==> config.mk <==
export PLATFORM = sky130hd
export DESIGN_NAME = ram_arbiter_flat
export DESIGN_NICKNAME = d
export VERILOG_FILES = /design/src/rtl/mem_pkg.sv /design/src/rtl/ram_arbiter_if.sv /design/src/rtl/arb_picker.sv /design/src/rtl/ram_arbiter.sv /design/src/flat_wrapper.sv
export SDC_FILE = /design/constraint.sdc
export NUM_CORES = 1
export LEC_CHECK = 0
export CELL_PAD_IN_SITES_DETAIL_PLACEMENT = 1
export CELL_PAD_IN_SITES_GLOBAL_PLACEMENT = 1
export CORE_MARGIN = 5
export CORE_UTILIZATION = 40
export DETAILED_ROUTE_END_ITERATION = 16
export DONT_BUFFER_PORTS = 1
export PLACE_DENSITY_LB_ADDON = 0.3
export SYNTH_ARGS = -nofsm -noshare
export SYNTH_HDL_FRONTEND = slang
export SYNTH_SLANG_ARGS = --single-unit
==> constraint.sdc <==
create_clock -name ram_clk -period 1.2 [get_ports ram_clk]
set_input_delay 0.06 -clock ram_clk [delete_from_list [all_inputs] [get_ports ram_clk]]
set_output_delay 0.06 -clock ram_clk [all_outputs]
set_load 0.05 [all_outputs]
==> src/rtl/mem_pkg.sv <==
// mem_pkg: constants shared by the RAM path (arbiter modes,
// arbiter FSM states, default RAM widths also used by ram).
package mem_pkg;

  localparam int ARB_FIXED = 0;
  localparam int ARB_RR = 1;

  localparam int DEF_ADDR_WIDTH = 16;
  localparam int DEF_DATA_WIDTH = 8;

  typedef enum logic [1:0] {
    IDLE,
    ISSUE,
    CAPTURE
  } arb_state_t;

endpackage

==> src/rtl/ram_arbiter_if.sv <==
// ram_arbiter_if: per-port request bundle of the RAM arbiter.
// master = requester side (req/we/addr/wdata out), slave = arbiter.
interface ram_arbiter_if
  import mem_pkg::*;
#(
  parameter int NUM_PORTS = 3,
  parameter int ADDR_WIDTH = DEF_ADDR_WIDTH,
  parameter int DATA_WIDTH = DEF_DATA_WIDTH
);

  logic [NUM_PORTS-1:0] req;
  logic [NUM_PORTS-1:0] we;
  logic [NUM_PORTS-1:0] ready;
  logic [NUM_PORTS*ADDR_WIDTH-1:0] addr;
  logic [NUM_PORTS*DATA_WIDTH-1:0] wdata;
  logic [NUM_PORTS*DATA_WIDTH-1:0] rdata;

  modport master (
    output req, we, addr, wdata,
    input  ready, rdata
  );

  modport slave (
    input  req, we, addr, wdata,
    output ready, rdata
  );

endinterface

==> src/rtl/arb_picker.sv <==
// arb_picker: combinational grant selection over an eligible mask.
// In: eligible, last, rr (1 = round-robin). Out: grant, valid.
module arb_picker
  import mem_pkg::*;
#(
  parameter int NUM_PORTS = 3,
  localparam int IW = (NUM_PORTS > 1) ? $clog2(NUM_PORTS) : 1
) (
  input  logic [NUM_PORTS-1:0] eligible,
  input  logic [IW-1:0] last,
  input  logic rr,
  output logic [IW-1:0] grant,
  output logic valid
);

  function automatic int slot(int k, int base, logic mode);
    return mode ? (base + k) % NUM_PORTS : k - 1;
  endfunction

  // Scan from the far end so the last hit is the
  // first port in scan order.
  always_comb begin
    grant = '0;
    valid = 1'b0;
    for (int k = NUM_PORTS; k >= 1; k--) begin
      if (eligible[IW'(slot(k, int'(last), rr))]) begin
        grant = IW'(slot(k, int'(last), rr));
        valid = 1'b1;
      end
    end
  end

endmodule

==> src/rtl/ram_arbiter.sv <==
// ram_arbiter: serialises N requester ports onto one sync RAM.
// Ports: ram_clk, rst (async low), bus (slave), busy, mem_* to ram.
module ram_arbiter
  import mem_pkg::*;
#(
  parameter int NUM_PORTS = 3,
  parameter int ADDR_WIDTH = DEF_ADDR_WIDTH,
  parameter int DATA_WIDTH = DEF_DATA_WIDTH,
  parameter int ARB_MODE = ARB_FIXED,
  localparam int IW = (NUM_PORTS > 1) ? $clog2(NUM_PORTS) : 1
) (
  input  logic ram_clk,
  input  logic rst,
  ram_arbiter_if.slave bus,
  output logic busy,
  output logic mem_we,
  output logic [ADDR_WIDTH-1:0] mem_addr,
  output logic [DATA_WIDTH-1:0] mem_wdata,
  input  logic [DATA_WIDTH-1:0] mem_rdata
);

  arb_state_t state;
  logic [IW-1:0] gnt;
  logic [IW-1:0] last;
  logic [IW-1:0] pick;
  logic pick_v;
  logic op_we;
  logic [NUM_PORTS-1:0] ready_q;
  logic [NUM_PORTS-1:0] eligible;
  logic [NUM_PORTS*DATA_WIDTH-1:0] rdata_q;

  // A port is masked in its ready cycle so one
  // held request cannot complete twice.
  assign eligible = bus.req & ~ready_q;
  assign bus.ready = ready_q;
  assign bus.rdata = rdata_q;

  arb_picker #(
    .NUM_PORTS(NUM_PORTS)
  ) u_pick (
    .eligible(eligible),
    .last(last),
    .rr(ARB_MODE == ARB_RR),
    .grant(pick),
    .valid(pick_v)
  );

  always_ff @(posedge ram_clk or negedge rst) begin
    if (!rst) begin
      state <= IDLE;
      gnt <= '0;
      last <= IW'(NUM_PORTS - 1);
      op_we <= 1'b0;
      ready_q <= '0;
      rdata_q <= '0;
      busy <= 1'b0;
      mem_we <= 1'b0;
      mem_addr <= '0;
      mem_wdata <= '0;
    end else begin
      ready_q <= '0;
      unique case (state)
        IDLE: begin
          if (pick_v) begin
            gnt <= pick;
            op_we <= bus.we[pick];
            mem_we <= bus.we[pick];
            mem_addr <= bus.addr[int'(pick)*ADDR_WIDTH +: ADDR_WIDTH];
            mem_wdata <= bus.wdata[int'(pick)*DATA_WIDTH +: DATA_WIDTH];
            busy <= 1'b1;
            state <= ISSUE;
          end
        end
        ISSUE: begin
          mem_we <= 1'b0;
          state <= CAPTURE;
        end
        CAPTURE: begin
          if (!op_we) begin
            rdata_q[int'(gnt)*DATA_WIDTH +: DATA_WIDTH] <= mem_rdata;
          end
          ready_q[gnt] <= 1'b1;
          if (ARB_MODE == ARB_RR) begin
            last <= gnt;
          end
          busy <= 1'b0;
          state <= IDLE;
        end
        default: state <= IDLE;
      endcase
    end
  end

endmodule

==> src/flat_wrapper.sv <==
// flat-port wrapper written by rule: the top's interface ports become plain ports
module ram_arbiter_flat import mem_pkg::*;
#(
  parameter int NUM_PORTS = 3,
  parameter int ADDR_WIDTH = DEF_ADDR_WIDTH,
  parameter int DATA_WIDTH = DEF_DATA_WIDTH,
  parameter int ARB_MODE = ARB_FIXED,
  localparam int IW = (NUM_PORTS > 1) ? $clog2(NUM_PORTS) : 1
)
  (ram_clk, rst, busy, mem_we, mem_addr, mem_wdata, mem_rdata, bus_req, bus_we, bus_addr, bus_wdata, bus_ready, bus_rdata);
  ram_arbiter_if #(.NUM_PORTS(NUM_PORTS), .ADDR_WIDTH(ADDR_WIDTH), .DATA_WIDTH(DATA_WIDTH)) bus_i ();
  input  logic ram_clk;
  input  logic rst;
  output logic busy;
  output logic mem_we;
  output logic [ADDR_WIDTH-1:0] mem_addr;
  output logic [DATA_WIDTH-1:0] mem_wdata;
  input  logic [DATA_WIDTH-1:0] mem_rdata;
  input wire logic [$bits(bus_i.req)-1:0] bus_req;
  input wire logic [$bits(bus_i.we)-1:0] bus_we;
  input wire logic [$bits(bus_i.addr)-1:0] bus_addr;
  input wire logic [$bits(bus_i.wdata)-1:0] bus_wdata;
  output wire logic [$bits(bus_i.ready)-1:0] bus_ready;
  output wire logic [$bits(bus_i.rdata)-1:0] bus_rdata;
  assign bus_i.req = bus_req;
  assign bus_i.we = bus_we;
  assign bus_i.addr = bus_addr;
  assign bus_i.wdata = bus_wdata;
  assign bus_ready = bus_i.ready;
  assign bus_rdata = bus_i.rdata;
  ram_arbiter #(.NUM_PORTS(NUM_PORTS), .ADDR_WIDTH(ADDR_WIDTH), .DATA_WIDTH(DATA_WIDTH), .ARB_MODE(ARB_MODE)) u_core (.ram_clk(ram_clk), .rst(rst), .bus(bus_i), .busy(busy), .mem_we(mem_we), .mem_addr(mem_addr), .mem_wdata(mem_wdata), .mem_rdata(mem_rdata));
endmodule
Yosys cells after proc, flatten, opt, wreduce, memory -nomap -nowiden
Index checks and enable logic that the tools add are counted.

word-level totals
  register bits after elaboration = 58
  output and inout bits = 53
  logic and storage cells = 47

operators by class
  $add $sub $neg = 1
  order comparisons = 3
  equal/unequal tests = 3
  shifts and indexed selects = 4
  mux-type cells = 16
  bitwise gates (word level) = 3
  reductions and logical operators = 8

operators with widths
  operator                   count
  $shiftx A48 B7 Y16         1
  $neg A5 Y33                1
  $shift A8 B33 Y24 const A  1
  $shiftx A8 B33 Y24         1
  $bwmux W24                 1
  $shiftx A24 B6 Y8          1
  $reduce_and A2 Y1          4
  $lt A2 B3 Y1 const B       2
  $mux W1                    6
  $mux W2                    3
  $pmux W1 S2                2
  $pmux W2 S2                1
  $reduce_bool A2 Y1         2
  $mux W3                    1
  $and A2 B2 Y2              1
  $bmux W1 S2                1
  $demux W1 S2               1
  $eq A2 B1 Y1 const B       1
  $eq A2 B2 Y1 const B       1
  $ge A2 B1 Y1 const B       1
  $logic_not A2 Y1           1
  $ne A2 B1 Y1 const B       1
  $not A2 Y2                 1
  $logic_and A1 B1 Y1        1
  $not A1 Y1                 1

Depth between registers and ports, before layout
  depth in word-level cells = 8
  gate-level depth with buffers = 5

Hierarchy
A second synthesis with hierarchy kept.

second synthesis, totals
  cell total of the unflattened synthesis = 316
  area, all modules = 3,143.0 sq um

by module, submodules not included
  module       instances  cells each  area each (sq um)
  ram_arbiter  1          281         2,917.8
  arb_picker   1          35          225.2

Worst setup path after synthesis
Ideal clock, no wire load.

  path kind = register to register
  from = reg u_core.ready_q[0], in the netlist u_core.bus.ready[0]
  to = reg u_core.mem_addr[10]
  setup time = 82 ps
  data arrival time = 1,397 ps
  data required time = 1,118 ps
  slack = -279 ps
  stages on the path, launching flop included = 6
  clock period less this slack = 1,479 ps
  cells stage by stage = dfrtp_1 nand2b_1 clkbuf_1 buf_2 nand3_1 a31oi_1

on the way
  longest elaborated chain between the ends = 4
  elaborated cells between the ends (all ways) = 6
  classes of those cells = shift: 1; mux: 2; bitwise: 2; reduce/logical: 1

RTL lines
  item                                                            line               RTL
  start: declaration                                              ram_arbiter.sv:28  logic [NUM_PORTS-1:0] ready_q;
  start signal: assignment                                        ram_arbiter.sv:54  ready_q <= '0;
  start signal: assignment                                        ram_arbiter.sv:61  ready_q <= '0;
  start signal: indexed assignment                                ram_arbiter.sv:82  ready_q[gnt] <= 1'b1;
  $not A2 Y2 (*)                                                  ram_arbiter.sv:34  assign eligible = bus.req & ~ready_q;
  $and A2 B2 Y2 (*)                                               ram_arbiter.sv:34
  $mux W2 / $mux W1 (equally long branches)                       arb_picker.sv:26   if (eligible[IW'(slot(k, int'(last), rr))]) begin
  $shiftx A48 B7 Y16 / $reduce_and A2 Y1 (equally long branches)  -
  end signal: assignment                                          ram_arbiter.sv:68  mem_addr <= bus.addr[int'(pick)*ADDR_WIDTH +: ADDR_WIDTH];
  end: declaration                                                ram_arbiter.sv:17  output logic [ADDR_WIDTH-1:0] mem_addr,

Mark *: on every way between the ends. The rest lies on a longest branch, timed or not.
A chain may end at the register's enable or synchronous reset.

Final worst setup path
  from = reg u_core.state[0]
  to = reg u_core.mem_wdata[1]

on the way
  longest elaborated chain between the ends = 2

RTL lines
  item                         line               RTL
  start: declaration           ram_arbiter.sv:22  arb_state_t state;
  start signal: assignment     ram_arbiter.sv:50  state <= IDLE;
  start signal: assignment     ram_arbiter.sv:71  state <= ISSUE;
  start signal: assignment     ram_arbiter.sv:76  state <= CAPTURE;
  $logic_not A2 Y1             ram_arbiter.sv:62  unique case (state)
  $reduce_and A2 Y1 (no line)  -
  end signal: assignment       ram_arbiter.sv:69  mem_wdata <= bus.wdata[int'(pick)*DATA_WIDTH +: DATA_WIDTH];
  end: declaration             ram_arbiter.sv:18  output logic [DATA_WIDTH-1:0] mem_wdata,

Every way passes these cells.

==> results.md <==
* Cell Pwr Density at 1610 mW/mm²
* Endpoints failing setup at 44
* R2r endpoint: u_core.mem_wdata[1]
* Fraction of the cycle the final worst path needs at 1.27
* Worst-path clk slew at 80 ps
* Async set-or-reset flop fraction in the synthesized netlist at 1.00
* 1st-pass router iterations at 4
* Clk pwr share at 0.353
* Min Tclk post-route at 1520 ps
* Most used flip-flop cell after synthesis: dfrtp_1
* Unrepaired setup endpoints after global routing: yes
* DR iter-0 viols at 77
* Status: finished, violations left
* Number of flops mapped to enable cells by yosys at 0
* Worst reg2reg path depth at 7
* FMAX at 656 MHz
* DIE HEIGHT at 87.0 µm
* Routed Antenna Nets at 0
* Leak at 1.78 nW
* Worst setup path end: u_core.mem_wdata[1]
* Layout area overhead at 73.9%
* DRT Wirelength at 11,200 µm
* Final hold slack at -602 ps
* H-tree depth at 3
* Slowest Stage Delay on Critical Path at 440 ps
* Grt total ovfl at 0
* Area after DPL at 0.00287 mm²
* Clock tree sinks at 57
* Final Cell Area at 0.00413 mm²
* Post-synth cell types at 24
* Share of layout cells above drive strength 1 at 0.377
* Total CTS buffers at 9
* Failing checks: hold timing, setup timing
* Avg Vias per Cell at 5.68
* DP Wirelength at 5080 µm
* Seq/Total Area, Yosys at 0.601
* Initial antenna violation count at 1
* Initial Util at 0.405
* Req. time, crit path at 1460 ps
* Hold WC Path Type: input pin to asynchronous set/reset pin
* Yosys reg bits at 57
* Seq pwr share at 0.352
* # IOs at 141
* Average cell area after synthesis at 11.0 µm²
* CTS Buffer Depth at 2
* Clk_lat worst skew at 350 ps
* Cells after Synth at 216
* CP Cell Sequence: buf_6 > or2_4 > inv_8 > buf_8 > buf_16 > nor2_4 > a31oi_2
* Port Buffer Count at 0
* Die X-Extent at 87.0 µm
* Kind of critical path: flop to flop
* Post-route DRC at 0
* Max Cap Viol at 0
* Switching power total at 2.28 mW
* Syn_nets at 304
* Comb pwr share at 0.296
* CP startpoint: u_core.state[0]
* Via Count at 2,329
* Arr. time, crit path at 1790 ps
* Maximum VDD drop at 1.12 mV
* Crit Path Max Fanout at 6
* Yosys warns at 0
* FF-to-FF Start: u_core.state[0]
* CTS tree: yes
* Clk_skew at 13.5 ps
* Largest net degree at the start of global routing at 58
* GP Congestion at 0.855
* Global-route wire length before repair at 14,600 µm
* Crit-path slowest cell: dfrtp_1
* Count of final hold-check violations at 57
* Setup crit end kind: flop
* Hold buffer count at CTS at 58
* Vias in the first global route at 2,604
* Root Buffer: clkbuf_8
* Final Slew Violations at 0
* Fin nets at 417
* All-layer global routing usage at 0.260
* Internal power at 4.37 mW
* Die ar. at 0.00757 mm²
* FP Rows at 28
* CORE AREA at 0.00585 mm²
* Wire per inst at 27.2 µm
* Worst reg2reg setup slack at -320 ps
* Mapped Area at 0.00237 mm²
* Final WS setup at -324 ps
* Switching share of power at 0.343
* Fillcell total at 557
* Critical Path Start Type: flop
[layout by cell type, fill, tap and decap left out, types with 2 or more instances in the layout]
cell type,Yosys,final
bufinv_16,0,3
a31oi_1,24,10
dlygate4sd3_1,0,58
nand2_1,5,4
buf_4,1,55
mux2_4,8,16
nor2_1,24,23
buf_16,0,2
nand3_1,26,26
o21ai_1,0,4
buf_12,0,4
clkbuf_8,0,11
a31oi_4,0,13
nor2b_2,0,2
dfrtp_2,0,2
buf_6,1,5
clkbuf_16,0,2
dfrtp_1,57,55
o21ai_0,24,20
[flip-flops by register name, summed over array words and instances, names as in the netlist]
register / cells
u_core.bus.ready: 3
u_core.mem_wdata: 8
u_core.gnt: 1
u_core.busy: 1
u_core.bus.rdata: 24
u_core.op_we: 1
u_core.mem_addr: 16
u_core.mem_we: 1
u_core.state: 2
[power groups by stage]
| stage | clock [mW] | sequential (mW) | combinational, mW |
|---|---|---|---|
| 2_1_floorplan | 0 | 3.09 | 0.340 |
| 3_3_place_gp | 0 | 2.31 | 1.57 |
| 3_5_place_dp | 0 | 2.33 | 1.61 |
| 4_1_cts | 2.32 | 2.31 | 1.80 |
| 5_1_grt | 2.47 | 2.36 | 2.03 |
| 6_report | 2.34 | 2.34 | 1.96 |
[layout make-up]
cell class / count / area (µm²) / area share
multi-input cells: 133 / 1090 / 0.263
inverters: 1 / 11.3 / 0.00273
clock buffers: 12 / 155 / 0.0376
clock inverters: 4 / 98.8 / 0.0240
repair buffers: 127 / 1250 / 0.303
well taps: 75 / 93.8 / 0.0227
flip-flops and latches: 57 / 1430 / 0.346
diodes: 1 / 2.50 / 0.000606
[cell usage after synthesis, drive strengths merged (2+ instances only)]
cell type	count	area, µm²
o21ai	24	120
buf	12	68.8
nand3	26	130
nor2	24	90.1
mux2	16	210
nand2b	2	12.5
nand2	5	18.8
clkbuf	13	48.8
nor2b	4	32.5
dfrtp	57	1430
a31oi	24	150
[cells by family after synthesis]
group	Yosys count	synth area share
other	1	0.00158
buffers and inverters	26	0.0512
AOI/OAI and AO/OA	50	0.120
muxes	16	0.0886
DFF	57	0.601
and+or+nand+nor	66	0.137
[repair_timing]
item	CTS	global route
gates resized for setup	14	38
setup buffers	4	3
endpoints found under the setup margin	43	43
endpoints found under the hold margin	99	57
gates cloned	2	3
pin swaps	4	4
[metal layers]
metal	GRT usage	part of all wire	wire [µm]	vias up
met4	0.150	0.051	573	0
li1	-	-	-	984
met3	0.0530	0.053	596	42
met1	0.296	0.36	4020	1182
met5	0	0	0	-
met2	0.450	0.53	5970	121
[worst max-delay path: cells and delay by family (launching register included)]
kind | cells | cell delay, ps
DFF | 1 | 440
AOI/OAI and AO/OA | 1 | 160
buffers and inverters | 4 | 530
and+or+nand+nor | 2 | 320
[how the worst min path moves through the flow]
| stage | endpoint | cells after the start | slack (ps) | start |
|---|---|---|---|---|
| 6_report | u_core.mem_addr[10] | 0 | -600 | rst |
| 5_1_grt | u_core.mem_addr[10] | 0 | -610 | rst |
| 4_1_cts | u_core.mem_addr[10] | 0 | -600 | rst |
| 3_5_place_dp | u_core.mem_addr[10] | 0 | -230 | rst |
| 3_3_place_gp | u_core.mem_addr[9] | 0 | -230 | rst |
| 2_1_floorplan | u_core.bus.rdata[0] | 0 | -240 | rst |
[through the flow]
| step | utilization | cells | TNS [ps] | setup WS [ps] | power [mW] |
|---|---|---|---|---|---|
| finish | 0.705 | 410 | -11370 | -324 | 6.64 |
| global route | 0.705 | 410 | -12380 | -354 | 6.86 |
| CTS | 0.654 | 404 | -8310 | -238 | 6.43 |
| detailed placement | 0.490 | 325 | -7270 | -263 | 3.94 |
| global placement | 0.490 | 325 | -4050 | -160 | 3.88 |
| floorplan | - | 216 | -3750 | -122 | 3.43 |
(Power assumes the default switching activity.)
